<file path="src/rtl/debug_strobe_pkg.sv">
// debug_strobe_pkg
//   Shared definitions for the debug strobe generator.
//   - Channel mode encodings, matching the 2-bit fields of the mode bus.
//   - ONESHOT state encodings.
package debug_strobe_pkg;

    localparam logic [1:0] MODE_TOGGLE  = 2'b00;
    localparam logic [1:0] MODE_PULSE   = 2'b01;
    localparam logic [1:0] MODE_ONESHOT = 2'b10;
    localparam logic [1:0] MODE_LEVEL   = 2'b11;

    typedef enum logic [1:0] {
        OS_IDLE  = 2'b00,
        OS_COUNT = 2'b01,
        OS_FIRE  = 2'b10,
        OS_DONE  = 2'b11
    } os_state_e;

    // A channel reports busy only while it is enabled and actually counting
    // toward an event. LEVEL never counts, and ONESHOT is idle before arming
    // and after its single pulse.
    function automatic logic ch_busy(input logic en, input logic [1:0] mode,
                                     input os_state_e os);
        logic oneshot_idle;
        oneshot_idle = (mode == MODE_ONESHOT) && (os == OS_IDLE || os == OS_DONE);
        return en && (mode != MODE_LEVEL) && !oneshot_idle;
    endfunction

endpackage

</file>
<file path="src/rtl/debug_strobe_ch.sv">
// debug_strobe_ch
//   One strobe channel: prescaler counter, registered mode, ONESHOT FSM,
//   registered out and busy.
// Ports
//   clk       in   system clock
//   reset     in   asynchronous, active-low reset
//   period_q  in   shared period; an event (tc) occurs when cnt == period_q
//   clr       in   configuration reload strobe: clear cnt, FSM back to IDLE
//   en        in   channel enable
//   mode      in   requested mode (see debug_strobe_pkg)
//   out       out  registered strobe
//   busy      out  registered "channel counting" flag
module debug_strobe_ch
    import debug_strobe_pkg::*;
#(
    parameter int CNT_W = 16
) (
    input  logic             clk,
    input  logic             reset,
    input  logic [CNT_W-1:0] period_q,
    input  logic             clr,
    input  logic             en,
    input  logic [1:0]       mode,
    output logic             out,
    output logic             busy
);

    localparam logic [CNT_W-1:0] CNT_ONE = {{(CNT_W-1){1'b0}}, 1'b1};

    logic [CNT_W-1:0] cnt_q, cnt_d;
    logic [1:0]       mode_q, mode_d;
    os_state_e        os_q, os_d;
    logic             out_q, out_d;
    logic             busy_q, busy_d;

    logic             tc;
    logic [CNT_W-1:0] cnt_adv;

    // Equality compare only: any period update clears cnt, so cnt can
    // never be above period_q.
    assign tc      = (cnt_q == period_q);
    assign cnt_adv = tc ? '0 : cnt_q + CNT_ONE;

    always_ff @(posedge clk or negedge reset) begin
        if (!reset) begin
            cnt_q  <= '0;
            mode_q <= MODE_TOGGLE;
            os_q   <= OS_IDLE;
            out_q  <= 1'b0;
            busy_q <= 1'b0;
        end else begin
            cnt_q  <= cnt_d;
            mode_q <= mode_d;
            os_q   <= os_d;
            out_q  <= out_d;
            busy_q <= busy_d;
        end
    end

    always_comb begin
        cnt_d  = cnt_q;
        mode_d = mode_q;
        os_d   = os_q;
        out_d  = out_q;

        if (mode != mode_q) begin
            // Restart wins over both tc and a reload; any reload is
            // covered since the restart also clears cnt and the FSM.
            mode_d = mode;
            cnt_d  = '0;
            out_d  = 1'b0;
            os_d   = OS_IDLE;
        end else if (clr) begin
            // Reload beats tc. Pulse-type outputs are dropped so no
            // stale pulse survives a period change; TOGGLE/LEVEL keep state.
            cnt_d = '0;
            os_d  = OS_IDLE;
            if (mode_q == MODE_PULSE || mode_q == MODE_ONESHOT) begin
                out_d = 1'b0;
            end
        end else begin
            case (mode_q)
                MODE_TOGGLE: begin
                    if (en) begin
                        cnt_d = cnt_adv;
                        if (tc) begin
                            out_d = ~out_q;
                        end
                    end
                end
                MODE_PULSE: begin
                    out_d = en && tc;
                    if (en) begin
                        cnt_d = cnt_adv;
                    end
                end
                MODE_ONESHOT: begin
                    out_d = 1'b0;
                    case (os_q)
                        // The arming cycle counts too, so the pulse lands
                        // period_q+1 enabled cycles after en rises.
                        OS_IDLE, OS_COUNT: begin
                            if (en) begin
                                cnt_d = cnt_adv;
                                if (tc) begin
                                    os_d  = OS_FIRE;
                                    out_d = 1'b1;
                                end else begin
                                    os_d = OS_COUNT;
                                end
                            end
                        end
                        OS_FIRE: begin
                            os_d  = OS_DONE;
                            cnt_d = '0;
                        end
                        OS_DONE: begin
                            // Re-arm only after en has been seen low.
                            cnt_d = '0;
                            if (!en) begin
                                os_d = OS_IDLE;
                            end
                        end
                        default: os_d = OS_IDLE;
                    endcase
                end
                default: begin
                    // LEVEL: registered follow of en, counter parked.
                    cnt_d = '0;
                    out_d = en;
                end
            endcase
        end

        // Computed from next-state values so busy lines up with out.
        busy_d = ch_busy(en, mode_d, os_d);
    end

    assign out  = out_q;
    assign busy = busy_q;

endmodule

</file>
<file path="src/rtl/debug_strobe_gen.sv">
// debug_strobe_gen
//   Multi-channel debug strobe generator for ILA trigger/probe nets. Each
//   channel makes a TOGGLE, PULSE, ONESHOT or LEVEL waveform from a shared
//   programmable period.
// Ports
//   clk         in   system clock
//   reset       in   asynchronous, active-low reset
//   en          in   per-channel enable
//   mode        in   per-channel mode, channel i uses mode[2i+1:2i]
//   cfg_load    in   strobe: capture cfg_period, clear all channel counters
//   cfg_period  in   new period; event every cfg_period+1 enabled cycles
//   out         out  registered strobe outputs
//   busy        out  registered per-channel counting flags
module debug_strobe_gen
    import debug_strobe_pkg::*;
#(
    parameter int                N_CH       = 4,
    parameter int                CNT_W      = 16,
    parameter logic [CNT_W-1:0]  RST_PERIOD = '0
) (
    input  logic                clk,
    input  logic                reset,
    input  logic [N_CH-1:0]     en,
    input  logic [2*N_CH-1:0]   mode,
    input  logic                cfg_load,
    input  logic [CNT_W-1:0]    cfg_period,
    output logic [N_CH-1:0]     out,
    output logic [N_CH-1:0]     busy
);

    logic [CNT_W-1:0] period_q, period_d;

    always_ff @(posedge clk or negedge reset) begin
        if (!reset) begin
            period_q <= RST_PERIOD;
        end else begin
            period_q <= period_d;
        end
    end

    always_comb begin
        period_d = period_q;
        if (cfg_load) begin
            period_d = cfg_period;
        end
    end

    // Channels compare against the current period; on a reload edge the
    // clear strobe overrides any tc, so the new period takes effect from
    // cnt = 0 on the following cycle.
    for (genvar i = 0; i < N_CH; i++) begin : g_ch
        debug_strobe_ch #(
            .CNT_W (CNT_W)
        ) u_ch (
            .clk      (clk),
            .reset    (reset),
            .period_q (period_q),
            .clr      (cfg_load),
            .en       (en[i]),
            .mode     (mode[2*i+1:2*i]),
            .out      (out[i]),
            .busy     (busy[i])
        );
    end

endmodule

</file>
<file path="config.mk">
export PLATFORM = sky130hd
export DESIGN_NAME = debug_strobe_gen
export DESIGN_NICKNAME = d
export VERILOG_FILES = /design/src/rtl/debug_strobe_pkg.sv /design/src/rtl/debug_strobe_ch.sv /design/src/rtl/debug_strobe_gen.sv
export SDC_FILE = /design/constraint.sdc
export NUM_CORES = 1
export LEC_CHECK = 0
export CORE_ASPECT_RATIO = 1.4
export CORE_UTILIZATION = 55
export DETAILED_ROUTE_END_ITERATION = 7
export PLACE_DENSITY_LB_ADDON = 0.08
export SYNTH_ARGS = -nofsm -noshare
export SYNTH_HDL_FRONTEND = slang
export SYNTH_SLANG_ARGS = --single-unit
</file>
<file path="constraint.sdc">
create_clock -name clk -period 1.7 [get_ports clk]
set_input_delay 0.255 -clock clk [delete_from_list [all_inputs] [get_ports clk]]
set_output_delay 0.255 -clock clk [all_outputs]
set_load 0.05 [all_outputs]
</file>
==> results of run 1 <==
report_power, final:
group          internal [mW]  switching (mW)
sequential              2.54           0.114
combinational          0.508           0.477
clock                   1.02           0.859
placed cells by master, fill, tap and decap left out, drive strengths merged, types with 2 or more instances in the layout:
cell type	synthesis	routed
buf	33	181
dfrtp	104	104
xor2	90	90
nor2	81	81
xnor2	37	37
nand2	32	32
clkdlybuf4s50	0	28
nand3	26	26
inv	24	24
nand4	23	23
nor3	21	21
a21oi	21	21
ha	20	20
nor4	19	19
mux2	16	16
nor2b	15	15
o21ai	15	15
clkbuf	12	13
and3	10	10
nand3b	7	7
or3	6	6
and4	4	4
or2	3	3
o21a	3	3
o21bai	3	3
a211oi	3	3
mux2i	3	3
o31a	3	3
a31oi	2	2
a311oi	2	2
o31ai	2	2
or4b	2	2
a2111oi	2	2
o21ba	2	2
or4	2	2
sequential cells by signal, indices dropped and copies added, names as in the netlist:
name              count
g_ch.u_ch.busy        4
g_ch.u_ch.out         4
period_q             16
g_ch.u_ch.cnt_q      64
g_ch.u_ch.mode_q      8
g_ch.u_ch.os_q        8
kinds of logic after synthesis:
group	synth area share
AND/OR/NAND/NOR	0.229
XOR/XNOR	0.174
flip-flops	0.401
buffers and inverters	0.0602
AO/OA/AOI/OAI	0.0644
adder cells (fa/ha/maj)	0.0386
multiplexers	0.0324
path summary, 6_finish.rpt:
check                                         end  depth (start not counted)
max                        g_ch[3].u_ch.cnt_q[14]                          7
min                          g_ch[2].u_ch.os_q[1]                          2
max reg2reg                g_ch[3].u_ch.cnt_q[14]                          7
min reg2reg                  g_ch[0].u_ch.os_q[1]                          2
max in group asynchronous  g_ch[3].u_ch.mode_q[1]                          3
min in group clk           g_ch[3].u_ch.mode_q[0]                          1
area by class of cell:
cell class / count / area, um2 / share of cell area
flip-flops and latches: 104 / 2630 / 0.296
inverters: 24 / 90.1 / 0.0102
repair buffers: 211 / 1830 / 0.207
well taps: 144 / 180 / 0.0203
multi-input cells: 479 / 3890 / 0.438
clock inverters: 1 / 5.00 / 0.000564
clock buffers: 13 / 250 / 0.0282
stage by stage:
stage	std cells	power (mW)	utilization	setup WS, ns	TNS (ns)
finish	976	5.51	0.779	-0.206	-7.72
global route	976	5.73	0.779	-0.258	-12.85
CTS	970	5.45	0.753	-0.133	-5.51
detailed placement	933	3.46	0.689	-0.404	-23.69
global placement	933	3.43	0.689	-0.345	-20.88
floorplan	652	3.12	-	-0.0238	-0.0269
metal layers:
layer	wire [um]	global-route usage
met1	6770	0.314
met2	9460	0.543
met3	536	0.0515
met4	612	0.130
met5	0	0
worst max-delay path: stages, from the launching register on:
cell,delay (ns)
dfrtp_2,0.48
xor2_1,0.22
nor4_2,0.35
nand4_2,0.21
o21bai_4,0.25
buf_6,0.14
buf_6,0.11
nor2_2,0.04
repair_timing:
item / in CTS / in global routing
setup buffers: 20 / 10
hold endpoints to repair: 14 / 0
hold buffers: 1 / 0
gates resized for setup: 65 / 68
endpoints found under the setup margin: 74 / 77
pin swaps: 21 / 31
cloned: 2 / 0
==> results.py, run 1 <==
metrics = {
    "setup_path": {
        "critPathKind": "reg -> reg",
        "end_kind": "flip-flop",
        "ff2ff_setup_slack_ns": -0.21,
        "startpoint_type": "flip-flop",
        "startpoint": "period_q[4]",
        "worst_ep_required_time_ns": 1.93,
        "worst-path-max-fanout": 5,
        "r2r_start": "period_q[4]",
        "crit_arrival_ns": 2.14,
    },
    "sta": {
        "worstMarginPinSlew_ns": 0.381,
        "final-setup-viol-count": 74,
        "timing.hold.ws_ns": 0.324,
        "max_freq_mhz": 525,
        "relSlewSlack": 0.740,
        "final-max-slew-violation-count": 0,
        "post-route-period-util": 1.12,
        "hold_violations": 0,
        "fin_skew_ns": 0.00826,
        "setup_slack_ns": -0.206,
        "min_period_ns": 1.91,
        "rsz0062_at_grt": "true",
    },
    "cts": {
        "clock_path_buffers": 2,
        "cts_sinks": 104,
        "path_clk_slew_ns": 0.07,
        "cts_tree": "yes",
        "h-tree-depth": 3,
        "cts_made_buffers": 9,
        "cts_root_buffer": "clkbuf_16",
        "clk_latency_ns": 0.34,
    },
    "final_layout": {
        "area_delta_synth_final_pct": 36.8,
        "num_antenna_cells": 0,
        "drive_gt1_frac": 0.422,
        "nFillCells": 715,
        "stdcell_area_um2": 8870,
        "fin_nets": 880,
    },
    "global_routing": {
        "grt_pass1_vias": 5645,
        "grt_overflow": 0,
        "grt_pass1_wl_mm": 26.9,
        "grt_use_total": 0.289,
        "antenna_found_initial": 0,
        "grt_max_degree": 41,
    },
    "drt": {
        "ant_nets": 0,
        "drc": 0,
        "wire_per_inst_um": 17.8,
        "vias": 5323,
        "vias_per_cell": 5.45,
        "firstDrtPassIters": 4,
        "wirelength_mm": 17.4,
        "drtIter0Drc": 184,
    },
    "floorplanning": {
        "core_um2": 11400,
        "die_w_um": 93.8,
        "initial_utilization": 0.569,
        "die_height_um": 130,
        "ios": 39,
        "rows": 46,
        "die-area_um2": 12200,
    },
    "synth": {
        "synthMostInstantiatedCell": "dfrtp_1",
        "synth_cells": 652,
        "yosysSeqAreaShare": 0.401,
        "netlist.area_leader.share": 0.401,
        "synth_common_cells": "dfrtp_1 (104), xor2_1 (90), nor2_1 (51)",
        "synth_edf_count": 0,
        "synth_area_um2": 6490,
        "avgSynthCellArea_um2": 9.95,
        "synth_area_leaders": "dfrtp_1 (40%), xor2_1 (12%), xnor2_1 (4.7%), ha_1 (3.9%), nor2_1 (3.0%)",
        "yosys_warnings": 0,
        "ys.flop_type": "dfrtp_1",
        "synth_top_area_cell": "dfrtp_1",
        "synth_seq_cells": 104,
        "synthArstFlopShare": 1.00,
        "synth_fp_nets": 703,
        "ys_types": 54,
    },
    "placed_design": {
        "hpwl_mm": 11.9,
        "place_area_um2": 7850,
        "gp_congestion": 0.817,
        "io_buffers": 38,
    },
    "power_and_ir_drop": {
        "vdd_ir_drop_max_v": 0.000532,
        "p_leak_nw": 3.86,
        "p_per_area_nw_per_um2": 621,
    },
    "worst_hold_path": {
        "hold_path.class": "in -> async",
    },
    "job": {
        "maxCapViolations": 0,
    },
    "run_status": {
        "violations": "setup timing",
        "status": "finished, violations left",
    },
}
No activity file was read; power rests on OpenSTA's default activity.
==> run 2: changes to the inputs <==
--- a/config.mk
+++ b/config.mk
@@ -5,10 +5,12 @@
 export SDC_FILE = /design/constraint.sdc
 export NUM_CORES = 1
 export LEC_CHECK = 0
+export CAP_MARGIN = 0
 export CORE_ASPECT_RATIO = 1.4
 export CORE_UTILIZATION = 55
 export DETAILED_ROUTE_END_ITERATION = 7
 export PLACE_DENSITY_LB_ADDON = 0.08
+export SETUP_SLACK_MARGIN = 0.5
 export SYNTH_ARGS = -nofsm -noshare
 export SYNTH_HDL_FRONTEND = slang
 export SYNTH_SLANG_ARGS = --single-unit
==> results.py, run 2 (synthesis results as in run 1) <==
metrics = {
    "setup_path": {
        "crit_path_cell_trace": "buf_6 > xor2_1 > nor4_2 > nand4_2 > buf_6 > o21ai_2 > o21ba_2",
        "startpoint": "period_q[1]",
        "ff2ff_setup_slack_ns": -0.16,
        "cp_slowest_cell": "dfrtp_2",
        "r2r_start": "period_q[1]",
        "end_kind": "flip-flop",
        "critical_path.max_stage_delay_ns": 0.47,
        "worst_ep_required_time_ns": 1.94,
        "critPathKind": "reg -> reg",
        "crit_arrival_ns": 2.10,
        "startpoint_type": "flip-flop",
        "worst-path-max-fanout": 5,
        "cp_common_cell": "buf_6",
    },
    "sta": {
        "relSlewSlack": 0.603,
        "final-setup-viol-count": 73,
        "fin_skew_ns": 0.00641,
        "final-max-slew-violation-count": 0,
        "post-route-period-util": 1.10,
        "setup_slack_ns": -0.162,
        "worstMarginPinSlew_ns": 0.595,
        "max_freq_mhz": 537,
        "rsz0062_at_grt": "true",
        "timing.hold.ws_ns": -0.0500,
        "hold_violations": 41,
        "setup-tns-final_ns": -7.34,
        "min_period_ns": 1.86,
    },
    "final_layout": {
        "multiInputGateArea_um2": 3890,
        "fin_nets": 872,
        "nFillCells": 750,
        "drive_gt1_frac": 0.433,
        "regArea_um2": 2630,
        "reg.largest.list": "g_ch.u_ch.cnt_q (64), period_q (16)",
        "num_antenna_cells": 0,
        "largest_reg_flops": 64,
        "regMostFlops": "g_ch.u_ch.cnt_q",
        "stdcell_area_um2": 8820,
        "layout_common_cells": "buf_4 (149), xor2_1 (87), dfrtp_1 (82)",
        "area_delta_synth_final_pct": 36.0,
        "final_common_cell": "buf_4",
    },
    "drt": {
        "drc": 0,
        "drtIter0Drc": 208,
        "firstDrtPassIters": 4,
        "ant_nets": 0,
        "vias": 5229,
        "wirelength_mm": 16.7,
        "wire_per_inst_um": 17.3,
        "vias_per_cell": 5.40,
    },
    "placed_design": {
        "hpwl_mm": 11.8,
        "place_area_um2": 7850,
        "gp_congestion": 0.838,
        "place_ws_ns": -0.413,
        "io_buffers": 38,
    },
    "floorplanning": {
        "rows": 46,
        "die_w_um": 93.8,
        "initial_utilization": 0.569,
        "core_um2": 11400,
        "die-area_um2": 12200,
        "die_height_um": 130,
        "ios": 39,
    },
    "power_and_ir_drop": {
        "p_leak_nw": 3.84,
        "p_per_area_nw_per_um2": 633,
        "p_clk_frac": 0.355,
        "p_comb_frac": 0.172,
        "switchingPower_mw": 1.45,
        "p_sw_frac": 0.259,
        "p_int_mw": 4.14,
        "seqPwrFrac": 0.474,
        "vdd_ir_drop_max_v": 0.000460,
    },
    "global_routing": {
        "grt_overflow": 0,
        "grt_pass1_vias": 5509,
        "grt_max_degree": 105,
        "grt_use_total": 0.282,
        "antenna_found_initial": 0,
        "grt_pass1_wl_mm": 26.5,
    },
    "cts": {
        "cts_sinks": 104,
        "cts_made_buffers": 9,
        "h-tree-depth": 3,
        "path_clk_slew_ns": 0.07,
        "clk_latency_ns": 0.35,
        "clock_path_buffers": 2,
        "cts_root_buffer": "clkbuf_16",
        "hold_buffers": 0,
        "cts_tree": "yes",
    },
    "worst_hold_path": {
        "hold_path.class": "in -> async",
    },
    "job": {
        "maxCapViolations": 0,
    },
    "run_status": {
        "violations": "hold timing, setup timing",
        "status": "finished, violations left",
    },
}
[run 2: cell types whose count changed in the layout (fill, tap and decap cells not counted), sizes merged]
cell / delta
clkinv: -1
dlygate4sd3: -1
clkbuf: +3
clkdlybuf4s15: +1
dlygate4sd2: -1
buf: -9
[run 2: path summary, 6_finish.rpt]
kind / to / depth (start not counted)
setup / recovery: g_ch[1].u_ch.out / 7
hold / removal: g_ch[2].u_ch.cnt_q[5] / 2
setup reg to reg: g_ch[1].u_ch.out / 7
hold reg to reg: period_q[11] / 1
max in group asynchronous: period_q[6] / 2
min in group clk: g_ch[3].u_ch.mode_q[0] / 1
[run 2: power groups by stage]
stage                     clock, mW  combinational (mW)  sequential [mW]
after floorplan                   0               0.532             2.60
after global placement            0               0.755             2.69
after detailed placement          0               0.780             2.69
after CTS                      2.00               0.839             2.65
after global routing           2.11                1.03             2.65
final                          1.98               0.958             2.65
[run 2: critical path: cells and delay by family (launching register included)]
| kind | cells | cell delay [ns] |
|---|---|---|
| buffers and inverters | 2 | 0.34 |
| AO/OA/AOI/OAI | 2 | 0.25 |
| XOR/XNOR | 1 | 0.16 |
| AND/OR/NAND/NOR | 2 | 0.55 |
| flip-flops | 1 | 0.47 |
[run 2: what timing repair did]
action	4_1_cts	5_1_grt
pin swaps	20	28
cloned	0	1
setup buffers	7	15
setup endpoints to repair	101	85
gates resized for setup	49	78
[run 2: through the flow]
stage	hold WS, ns	power (mW)	utilization	cells
5_1_grt	0.00912	5.79	0.774	968
6_report	-0.0500	5.58	0.774	968
3_5_place_dp	0.374	3.47	0.688	931
2_1_floorplan	-0.0406	3.14	-	652
4_1_cts	0.00533	5.48	0.736	952
3_3_place_gp	0.368	3.44	0.688	931
[run 2: final cells by class]
cell class,instances,area share
clock buffers,14,0.0311
inverters,24,0.0102
well taps,144,0.0204
multi-input cells,479,0.441
repair buffers,203,0.199
flip-flops and latches,104,0.298
[run 2: layer usage]
| layer | global-route usage | wire [um] | vias to the layer above |
|---|---|---|---|
| li1 | - | - | 2528 |
| met4 | 0.118 | 475 | 0 |
| met2 | 0.520 | 9150 | 87 |
| met1 | 0.328 | 6650 | 2581 |
| met3 | 0.0359 | 426 | 33 |
| met5 | 0 | 0 | - |
